**src/rtl/br_perf_counter.sv**
```systemverilog
// br_perf_counter
//   Branch performance counters for the branch functional unit. The unit counts every
//   resolved branch and every mispredict. The cumulative counts saturate at all-ones, and a
//   snapshot of each WINDOW-branch window is offered over a valid/ready handshake.
//
// Optional feature: define BR_PERF_TAKEN_EN to add taken-branch counting
//   (perf_br_taken_cnt, snap_taken_cnt). When it is undefined, br_taken is unused.
//
// Ports
//   clk, rst                 clock; synchronous active-low reset
//   br_resolve_valid         a branch resolves this cycle
//   br_mispredict, br_taken  qualifiers, valid only with br_resolve_valid
//   perf_clear               zero all counters and drop the open window and pending snapshot
//   perf_br_cnt              cumulative resolved branches (saturating)
//   perf_br_mispredict_cnt   cumulative mispredicts (saturating)
//   snap_valid/snap_ready    snapshot handshake
//   snap_br_cnt              branches in the snapshot window (WINDOW when valid)
//   snap_mispredict_cnt      mispredicts in the snapshot window
//   snap_drop_cnt            windows lost while a snapshot was pending (saturating)
module br_perf_counter #(
    parameter int unsigned CNT_WIDTH = 32,
    parameter int unsigned WINDOW    = 1024,
    localparam int unsigned WIN_WIDTH = $clog2(WINDOW + 1)
) (
    input  logic                 clk,
    input  logic                 rst,
    input  logic                 br_resolve_valid,
    input  logic                 br_mispredict,
    input  logic                 br_taken,
    input  logic                 perf_clear,
    output logic [CNT_WIDTH-1:0] perf_br_cnt,
    output logic [CNT_WIDTH-1:0] perf_br_mispredict_cnt,
    output logic                 snap_valid,
    input  logic                 snap_ready,
    output logic [WIN_WIDTH-1:0] snap_br_cnt,
    output logic [WIN_WIDTH-1:0] snap_mispredict_cnt,
`ifdef BR_PERF_TAKEN_EN
    output logic [CNT_WIDTH-1:0] perf_br_taken_cnt,
    output logic [WIN_WIDTH-1:0] snap_taken_cnt,
`endif
    output logic [CNT_WIDTH-1:0] snap_drop_cnt
);

    localparam logic [WIN_WIDTH-1:0] WinLast = WIN_WIDTH'(WINDOW - 1);
    localparam logic [WIN_WIDTH-1:0] WinFull = WIN_WIDTH'(WINDOW);

    typedef enum logic {StEmpty, StFull} snap_state_e;

    snap_state_e          state_q, state_d;
    logic [CNT_WIDTH-1:0] br_cnt_q, br_cnt_d;
    logic [CNT_WIDTH-1:0] mp_cnt_q, mp_cnt_d;
    logic [CNT_WIDTH-1:0] drop_cnt_q, drop_cnt_d;
    logic [WIN_WIDTH-1:0] win_br_q, win_br_d;
    logic [WIN_WIDTH-1:0] win_mp_q, win_mp_d;
    logic [WIN_WIDTH-1:0] snap_br_q, snap_br_d;
    logic [WIN_WIDTH-1:0] snap_mp_q, snap_mp_d;
    logic                 ev, mp_ev, win_done;
    logic [WIN_WIDTH-1:0] closed_mp;

`ifdef BR_PERF_TAKEN_EN
    logic [CNT_WIDTH-1:0] tk_cnt_q, tk_cnt_d;
    logic [WIN_WIDTH-1:0] win_tk_q, win_tk_d;
    logic [WIN_WIDTH-1:0] snap_tk_q, snap_tk_d;
    logic                 tk_ev;
    logic [WIN_WIDTH-1:0] closed_tk;
`else
    logic unused_br_taken;
    assign unused_br_taken = br_taken;
`endif

    function automatic logic [CNT_WIDTH-1:0] sat_inc(input logic [CNT_WIDTH-1:0] v,
                                                     input logic en);
        return (en && (v != '1)) ? v + CNT_WIDTH'(1) : v;
    endfunction

    always_comb begin
        ev        = br_resolve_valid;
        mp_ev     = br_resolve_valid & br_mispredict;
        // The completing event belongs to the window it closes.
        win_done  = ev && (win_br_q == WinLast);
        closed_mp = win_mp_q + WIN_WIDTH'(mp_ev);

        state_d    = state_q;
        br_cnt_d   = sat_inc(br_cnt_q, ev);
        mp_cnt_d   = sat_inc(mp_cnt_q, mp_ev);
        drop_cnt_d = drop_cnt_q;
        win_br_d   = win_done ? '0 : win_br_q + WIN_WIDTH'(ev);
        win_mp_d   = win_done ? '0 : closed_mp;
        snap_br_d  = snap_br_q;
        snap_mp_d  = snap_mp_q;
`ifdef BR_PERF_TAKEN_EN
        tk_ev     = br_resolve_valid & br_taken;
        closed_tk = win_tk_q + WIN_WIDTH'(tk_ev);
        tk_cnt_d  = sat_inc(tk_cnt_q, tk_ev);
        win_tk_d  = win_done ? '0 : closed_tk;
        snap_tk_d = snap_tk_q;
`endif

        unique case (state_q)
            StEmpty: begin
                if (win_done) state_d = StFull;
            end
            StFull: begin
                if (snap_ready) begin
                    if (!win_done) state_d = StEmpty;
                end else if (win_done) begin
                    drop_cnt_d = sat_inc(drop_cnt_q, 1'b1);
                end
            end
            default: state_d = StEmpty;
        endcase

        // Load whenever the slot is free now or is being freed by this handshake.
        if (win_done && ((state_q == StEmpty) || snap_ready)) begin
            snap_br_d = WinFull;
            snap_mp_d = closed_mp;
`ifdef BR_PERF_TAKEN_EN
            snap_tk_d = closed_tk;
`endif
        end

        if (perf_clear) begin
            state_d    = StEmpty;
            br_cnt_d   = '0;
            mp_cnt_d   = '0;
            drop_cnt_d = '0;
            win_br_d   = '0;
            win_mp_d   = '0;
            snap_br_d  = '0;
            snap_mp_d  = '0;
`ifdef BR_PERF_TAKEN_EN
            tk_cnt_d  = '0;
            win_tk_d  = '0;
            snap_tk_d = '0;
`endif
        end
    end

    always_ff @(posedge clk) begin
        if (!rst) begin
            state_q    <= StEmpty;
            br_cnt_q   <= '0;
            mp_cnt_q   <= '0;
            drop_cnt_q <= '0;
            win_br_q   <= '0;
            win_mp_q   <= '0;
            snap_br_q  <= '0;
            snap_mp_q  <= '0;
`ifdef BR_PERF_TAKEN_EN
            tk_cnt_q  <= '0;
            win_tk_q  <= '0;
            snap_tk_q <= '0;
`endif
        end else begin
            state_q    <= state_d;
            br_cnt_q   <= br_cnt_d;
            mp_cnt_q   <= mp_cnt_d;
            drop_cnt_q <= drop_cnt_d;
            win_br_q   <= win_br_d;
            win_mp_q   <= win_mp_d;
            snap_br_q  <= snap_br_d;
            snap_mp_q  <= snap_mp_d;
`ifdef BR_PERF_TAKEN_EN
            tk_cnt_q  <= tk_cnt_d;
            win_tk_q  <= win_tk_d;
            snap_tk_q <= snap_tk_d;
`endif
        end
    end

    assign perf_br_cnt            = br_cnt_q;
    assign perf_br_mispredict_cnt = mp_cnt_q;
    assign snap_valid             = (state_q == StFull);
    assign snap_br_cnt            = snap_br_q;
    assign snap_mispredict_cnt    = snap_mp_q;
    assign snap_drop_cnt          = drop_cnt_q;
`ifdef BR_PERF_TAKEN_EN
    assign perf_br_taken_cnt = tk_cnt_q;
    assign snap_taken_cnt    = snap_tk_q;
`endif

endmodule

```
**config.mk**
```make
export PLATFORM = sky130hd
export DESIGN_NAME = br_perf_counter
export DESIGN_NICKNAME = d
export VERILOG_FILES = /design/src/rtl/br_perf_counter.sv
export SDC_FILE = /design/constraint.sdc
export NUM_CORES = 1
export LEC_CHECK = 0
export ABC_AREA = 0
export CORE_MARGIN = 8
export CORE_UTILIZATION = 40
export DETAILED_ROUTE_END_ITERATION = 10
export HOLD_SLACK_MARGIN = 0.1
export PLACE_DENSITY_LB_ADDON = 0.12
export SLEW_MARGIN = 5
export SYNTH_ARGS = -nofsm -noshare
export SYNTH_HDL_FRONTEND = slang
export SYNTH_SLANG_ARGS = --single-unit
```
**constraint.sdc**
```tcl
create_clock -name clk -period 3 [get_ports clk]
set_clock_uncertainty 0.1 [all_clocks]
set_input_delay 0.6 -clock clk [delete_from_list [all_inputs] [get_ports clk]]
set_output_delay 0.6 -clock clk [all_outputs]
set_load 0.03 [all_outputs]
```
==> results_dict.tcl, run 1 <==
set metrics [dict create \
    buffer_ports.inserted 114 \
    arrival_ns 2.96 \
    chipHeight_microns 141 \
    worst_path_largest_cell_delay_ns 0.55 \
    power.internal_mw 3.04 \
    power_share_of_the_combinational_group 0.027 \
    cts_max_path_buffers 2 \
    finish.instance_area_sq_mm 0.00830 \
    ctsHoldBuffers 0 \
    finalWeightedCongestion 0.834 \
    cts_setup_buffers 0 \
    total_leakage_power_nw 2.58 \
    tritoncts_num_sinks 131 \
    post-layout-total-power_mw 3.90 \
    synth_most_common_cell "sky130_fd_sc_hd__dfxtp_1" \
    grt_max_degree 44 \
    synth-warning-count 0 \
    met2_wirelength_microns 7820 \
    grt_first_pass_wirelength_microns 27600 \
    drv_cap 0 \
    critPathRequiredTime_ns 3.24 \
    power.ir.vdd_worst_v 0.000369 \
    grt_antenna_before_repair 0 \
    cell_types_with_the_largest_area_share_after_synthesis "sky130_fd_sc_hd__dfxtp_1 42%, sky130_fd_sc_hd__a21oi_1 4.8%, sky130_fd_sc_hd__nand2_1 4.1%" \
    crit_top_cell "sky130_fd_sc_hd__or4_1" \
    rsz0062_at_grt "no" \
    end_kind "flip-flop" \
    nFillCells 1432 \
    cp_max_fo 4 \
    finalSetupViolations 0 \
    multi_input_gate_area_sq_mm 0.00340 \
    placementRows 45 \
    hp-class "reg2reg" \
    timing_worst_setup_path_type "in2reg" \
    layout_min_cycle_time_ns 2.72 \
    path_clk_slew_ns 0.06 \
    timing.slew.headroom 0.249 \
    source_to_sink_clock_delay_at_the_later_pin_of_the_worst_skew_pair_ns 0.42 \
    dpl-instance-area_sq_mm 0.00771 \
    synth_top_area_frac 0.419 \
    run_status "finished, final reports clean" \
    final_max_slew_viol_count 0 \
    powerDensity_mw_per_mm2 470 \
    worst-slew-pin-transition_ns 1.12 \
    postSynthCellCount 752 \
    detail_route.wirelength.met1_microns 7470 \
    layout_overhead_on_the_synthesized_area_pct 32.7 \
    num_io_pins 126 \
    area_of_the_die_sq_mm 0.0199 \
    postRouteWirelength_microns 16600 \
    worst_hold_slack_ns 0.372 \
    wl_met3_microns 1130 \
    post-route-drc-count 0 \
    root_buffer "sky130_fd_sc_hd__clkbuf_16" \
    tritoncts "built" \
    finish.net_count 886 \
    antenna_cells 0 \
    top_signal_layer_used "met4" \
    synth_cell_type_count 46 \
    drt_pass1_iterations 5 \
    grt.total_usage 0.166 \
    ratio_of_cells_with_drive_above_1_in_the_final_layout 0.0791 \
    detail-route-antenna-nets 0 \
    clkPwrFrac 0.525 \
    synth-edff-count 0 \
    via_count_of_the_first_global_routing_pass 5733 \
    hold_viol 0 \
    initial_utilization 0.410 \
    die_outline_width_microns 141 \
    cp_slowest_cell "sky130_fd_sc_hd__or4_1" \
    overall_via_count_from_detail_route 6060 \
    hpwl_microns 11900 \
    ys_seq_area_frac 0.419 \
    synth.cells.most_frequent "131 x sky130_fd_sc_hd__dfxtp_1, 68 x sky130_fd_sc_hd__nand2_1, 61 x sky130_fd_sc_hd__nor2_1, 60 x sky130_fd_sc_hd__a21oi_1, 39 x sky130_fd_sc_hd__o21ai_0" \
    tritoncts.num_buffers 17 \
    wire_per_inst_microns 15.1 \
    cp_cell_sequence "clkdlybuf4s50_1 -> nand3b_1 -> or4_1 -> buf_4 -> or4_1 -> or4_1 -> a21oi_1" \
    timing.fmax_mhz 368 \
    yosys.area.top_type "sky130_fd_sc_hd__dfxtp_1" \
    async_flop_share 0 \
    post_synth.cell_area_avg_sq_um 8.32 \
    switchingPower_uw 858 \
    commonest_register_cell_after_synthesis "sky130_fd_sc_hd__dfxtp_1" \
    switching_power_as_a_share_of_total_power 0.220 \
    drt-vias-per-instance 5.53 \
    core_area_sq_mm 0.0153 \
    ys_ff_latch 131 \
    proportion_of_power_drawn_by_flip_flops_and_latches 0.448 \
    globalRoute.totalOverflow 0 \
    regArea_sq_mm 0.00262 \
    cts_resized 0 \
    cell_area_after_technology_mapping_sq_mm 0.00625 \
    clock_tree.htree_level_count 4 \
    drt_first_iter_violations 247 \
    critPathLaunchType "input port" \
    final.period_utilization 0.906 \
]
[state kept, by name (all words and copies together), names as in the netlist]
name	cells
win_mp_q	11
snap_mispredict_cnt	11
snap_valid	1
win_br_q	11
perf_br_cnt	32
snap_br_cnt	1
snap_drop_cnt	32
perf_br_mispredict_cnt	32
[per-layer routing]
metal,vias up,GRT usage
met3,12,0.0594
met4,0,0.0520
met1,2895,0.197
met2,129,0.275
li1,3024,-
met5,-,0
[through the flow]
stage / instances / utilization / TNS, ns / setup slack, ns
after global routing: 1096 / 0.544 / 0 / 0.148
after CTS: 1096 / 0.544 / 0 / 0.262
after detailed placement: 1064 / 0.505 / -1.47 / -0.169
after floorplan: 761 / - / 0 / 0.419
after global placement: 1064 / 0.505 / -1.03 / -0.138
final: 1096 / 0.544 / 0 / 0.281
[worst max-delay path: cells and delay by family]
family / cells / cell delay, ns
AO/OA/AOI/OAI: 1 / 0.15
AND/OR/NAND/NOR: 4 / 1.49
buffers and inverters: 2 / 0.71
[final cells by class]
cell class	instances	share of cell area
Clock inverter	12	0.0160
Clock buffer	20	0.0550
Tap cell	211	0.0318
Timing Repair Buffer	141	0.165
Sequential cell	131	0.316
Multi-Input combinational cell	567	0.410
Inverter	14	0.00633
[worst paths after layout]
kind,from,end,slack (ns),cells past startpoint
max,br_resolve_valid,snap_drop_cnt[16],0.28,7
min,snap_br_cnt[10],snap_br_cnt[10],0.37,2
max reg2reg,perf_br_cnt[25],perf_br_cnt[15],0.34,6
min reg2reg,snap_br_cnt[10],snap_br_cnt[10],0.37,2
[logic make-up (layout without fill, tap and decap cells)]
family / count (synthesis) / count (layout) / share of synthesized area
compound gates: 163 / 163 / 0.161
buf+inv: 63 / 187 / 0.0444
fa+ha+maj: 7 / 7 / 0.0140
flops: 131 / 131 / 0.419
simple gates: 343 / 343 / 0.297
other cells: 1 / 10 / 0.000600
xor+xnor: 31 / 31 / 0.0434
mux: 13 / 13 / 0.0208
[power groups by stage]
| stage | sequential [mW] | clock (mW) | combinational [mW] |
|---|---|---|---|
| after floorplan | 1.79 | 0 | 0.0723 |
| after detailed placement | 1.78 | 0 | 0.105 |
| after CTS | 1.75 | 2.09 | 0.105 |
| after global placement | 1.78 | 0 | 0.103 |
| after global routing | 1.75 | 2.17 | 0.114 |
| final | 1.75 | 2.05 | 0.105 |
[layout by cell type, fill, tap and decap left out, drive strengths merged, types with 3 or more instances in the layout]
master,netlist,layout
o2111ai,3,3
inv,14,14
nor2,61,61
xor2,19,19
ha,7,7
clkinv,0,7
buf,15,27
dfxtp,131,131
or4,30,30
nand2,68,68
and2,5,5
nand2b,14,14
and4,11,11
a21oi,60,60
a211oi,10,10
and3,17,17
nand4,30,30
nand3,37,37
o211ai,5,5
conb,1,10
o311ai,5,5
nor4,16,16
clkbuf,34,20
o41ai,5,5
clkinvlp,0,3
or2,5,5
o31ai,25,25
xnor2,12,12
o21ai,39,39
clkdlybuf4s50,0,114
nor3,6,6
mux2i,13,13
or3,37,37
Note: power is estimated with default switching activity, not from simulation.
==> run 2, diff against run 1 <==
CAP_MARGIN = 5   (was default)
GPL_TIMING_DRIVEN = 0   (was default)
==> results_dict.tcl, run 2 (same netlist as run 1, synthesis figures left out) <==
set metrics [dict create \
    drt_pass1_iterations 5 \
    detail-route-antenna-nets 0 \
    path_clk_slew_ns 0.06 \
    timing.slew.headroom 0.426 \
    grt.total_usage 0.180 \
    ratio_of_cells_with_drive_above_1_in_the_final_layout 0.0662 \
    placementRows 45 \
    buffer_ports.inserted 114 \
    post-route-drc-count 0 \
    cts_max_path_buffers 2 \
    finalWeightedCongestion 0.844 \
    dpl-instance-area_sq_mm 0.00769 \
    wire_per_inst_microns 16.0 \
    timing.reg2reg.worst_path_depth 7 \
    run_status "finished, final reports clean" \
    end_kind "flip-flop" \
    initial_utilization 0.410 \
    cp_max_fo 19 \
    tritoncts.num_buffers 17 \
    clock_tree.htree_level_count 4 \
    final_max_slew_viol_count 0 \
    via_count_of_the_first_global_routing_pass 5813 \
    antenna_cells 0 \
    grt_first_pass_wirelength_microns 29300 \
    worst_hold_path.num_cells 2 \
    layout_min_cycle_time_ns 2.80 \
    num_io_pins 126 \
    finish.net_count 907 \
    hold_viol 0 \
    tritoncts_num_sinks 131 \
    power.ir.vdd_worst_v 0.000351 \
    total_leakage_power_nw 2.62 \
    worst-slew-pin-transition_ns 0.853 \
    area_of_the_die_sq_mm 0.0199 \
    timing.fmax_mhz 357 \
    arrival_ns 3.05 \
    critPathLaunchType "input port" \
    finish.instance_area_sq_mm 0.00839 \
    final.period_utilization 0.934 \
    die_outline_width_microns 141 \
    final_util 0.550 \
    core_area_sq_mm 0.0153 \
    nFillCells 1410 \
    powerDensity_mw_per_mm2 499 \
    root_buffer "sky130_fd_sc_hd__clkbuf_16" \
    tritoncts "built" \
    finalSetupViolations 0 \
    drv_cap 0 \
    leading_cell_type_in_the_layout_fill_and_taps_excluded "sky130_fd_sc_hd__dfxtp_1" \
    critPathRequiredTime_ns 3.25 \
    mostFrequentLayoutCells "131 x sky130_fd_sc_hd__dfxtp_1, 113 x sky130_fd_sc_hd__clkdlybuf4s50_1, 68 x sky130_fd_sc_hd__nand2_1" \
    hpwl_microns 13100 \
    grt_max_degree 17 \
    placedCellCount 1086 \
    hp-class "reg2reg" \
    overall_via_count_from_detail_route 6198 \
    chipHeight_microns 141 \
    post-layout-total-power_mw 4.18 \
    ctsHoldBuffers 0 \
    layout_overhead_on_the_synthesized_area_pct 34.2 \
    postRouteWirelength_microns 17900 \
    drt_first_iter_violations 402 \
    source_to_sink_clock_delay_at_the_later_pin_of_the_worst_skew_pair_ns 0.41 \
    final_cell_count_no_fill 1117 \
    timing_worst_setup_path_type "in2reg" \
    grt_antenna_before_repair 0 \
    drt-vias-per-instance 5.55 \
    globalRoute.totalOverflow 0 \
]
-- run 2: changes by cell type in the layout (fill, tap and decap cells not counted), sizes merged --
cell | before | now
bufinv | 2 | 5
clkdlybuf4s50 | 114 | 113
clkinv | 7 | 3
buf | 27 | 15
clkinvlp | 3 | 1
clkbuf | 20 | 57
-- run 2: critical path, cell delays in order --
cell and delay, ns:
sky130_fd_sc_hd__clkdlybuf4s50_1 0.45, sky130_fd_sc_hd__nand4b_1 0.17, sky130_fd_sc_hd__or4_1 0.41, sky130_fd_sc_hd__buf_2 0.19, sky130_fd_sc_hd__a2111o_1 0.43, sky130_fd_sc_hd__buf_2 0.23, sky130_fd_sc_hd__or4_1 0.43, sky130_fd_sc_hd__a21oi_1 0.14
-- run 2: what timing repair did --
action	CTS	global route
cloned	0	0
resized for setup	2	12
setup endpoints to repair	24	57
buffers inserted	0	0
hold endpoints to repair	0	0
pin swaps	0	1
-- run 2: layout make-up --
class                      instances  area [sq um]  area share
buffer                            48           224      0.0267
clock buffer                      23           498      0.0593
clock inverter                     9           173      0.0206
inverter                          14          52.6     0.00626
multi-input combinational        567          3420       0.408
sequential                       131          2620       0.313
tap                              211           264      0.0315
timing repair buffer             114          1140       0.135
-- run 2: power breakdown --
part	leakage [nW]	switching [mW]	internal (mW)
sequential	1.06	0.00358	1.74
clock	0.329	0.743	1.58
combinational	1.24	0.0818	0.0313
-- run 2: per-stage QoR --
step | hold WS [ns] | TNS (ns) | setup WS (ns)
after global routing | 0.401 | -0.000343 | -0.000343
after CTS | 0.385 | 0 | 0.0404
after floorplan | 0.353 | 0 | 0.419
after global placement | 0.360 | -13.33 | -0.553
final | 0.374 | 0 | 0.197
after detailed placement | 0.371 | -15.89 | -0.605
-- run 2: path summary, 6_finish.rpt --
kind	from	end	slack, ns
setup / recovery	snap_ready	snap_drop_cnt[27]	0.20
setup reg to reg	snap_drop_cnt[0]	snap_drop_cnt[24]	0.22
hold / removal	snap_br_cnt[10]	snap_br_cnt[10]	0.37
hold reg to reg	snap_br_cnt[10]	snap_br_cnt[10]	0.37
-- run 2: per-layer routing --
metal  global-route usage  routed length [microns]
met5                    0                        0
met3               0.0685                     1400
met4               0.0486                      225
met1                0.217                     7900
met2                0.294                     8370
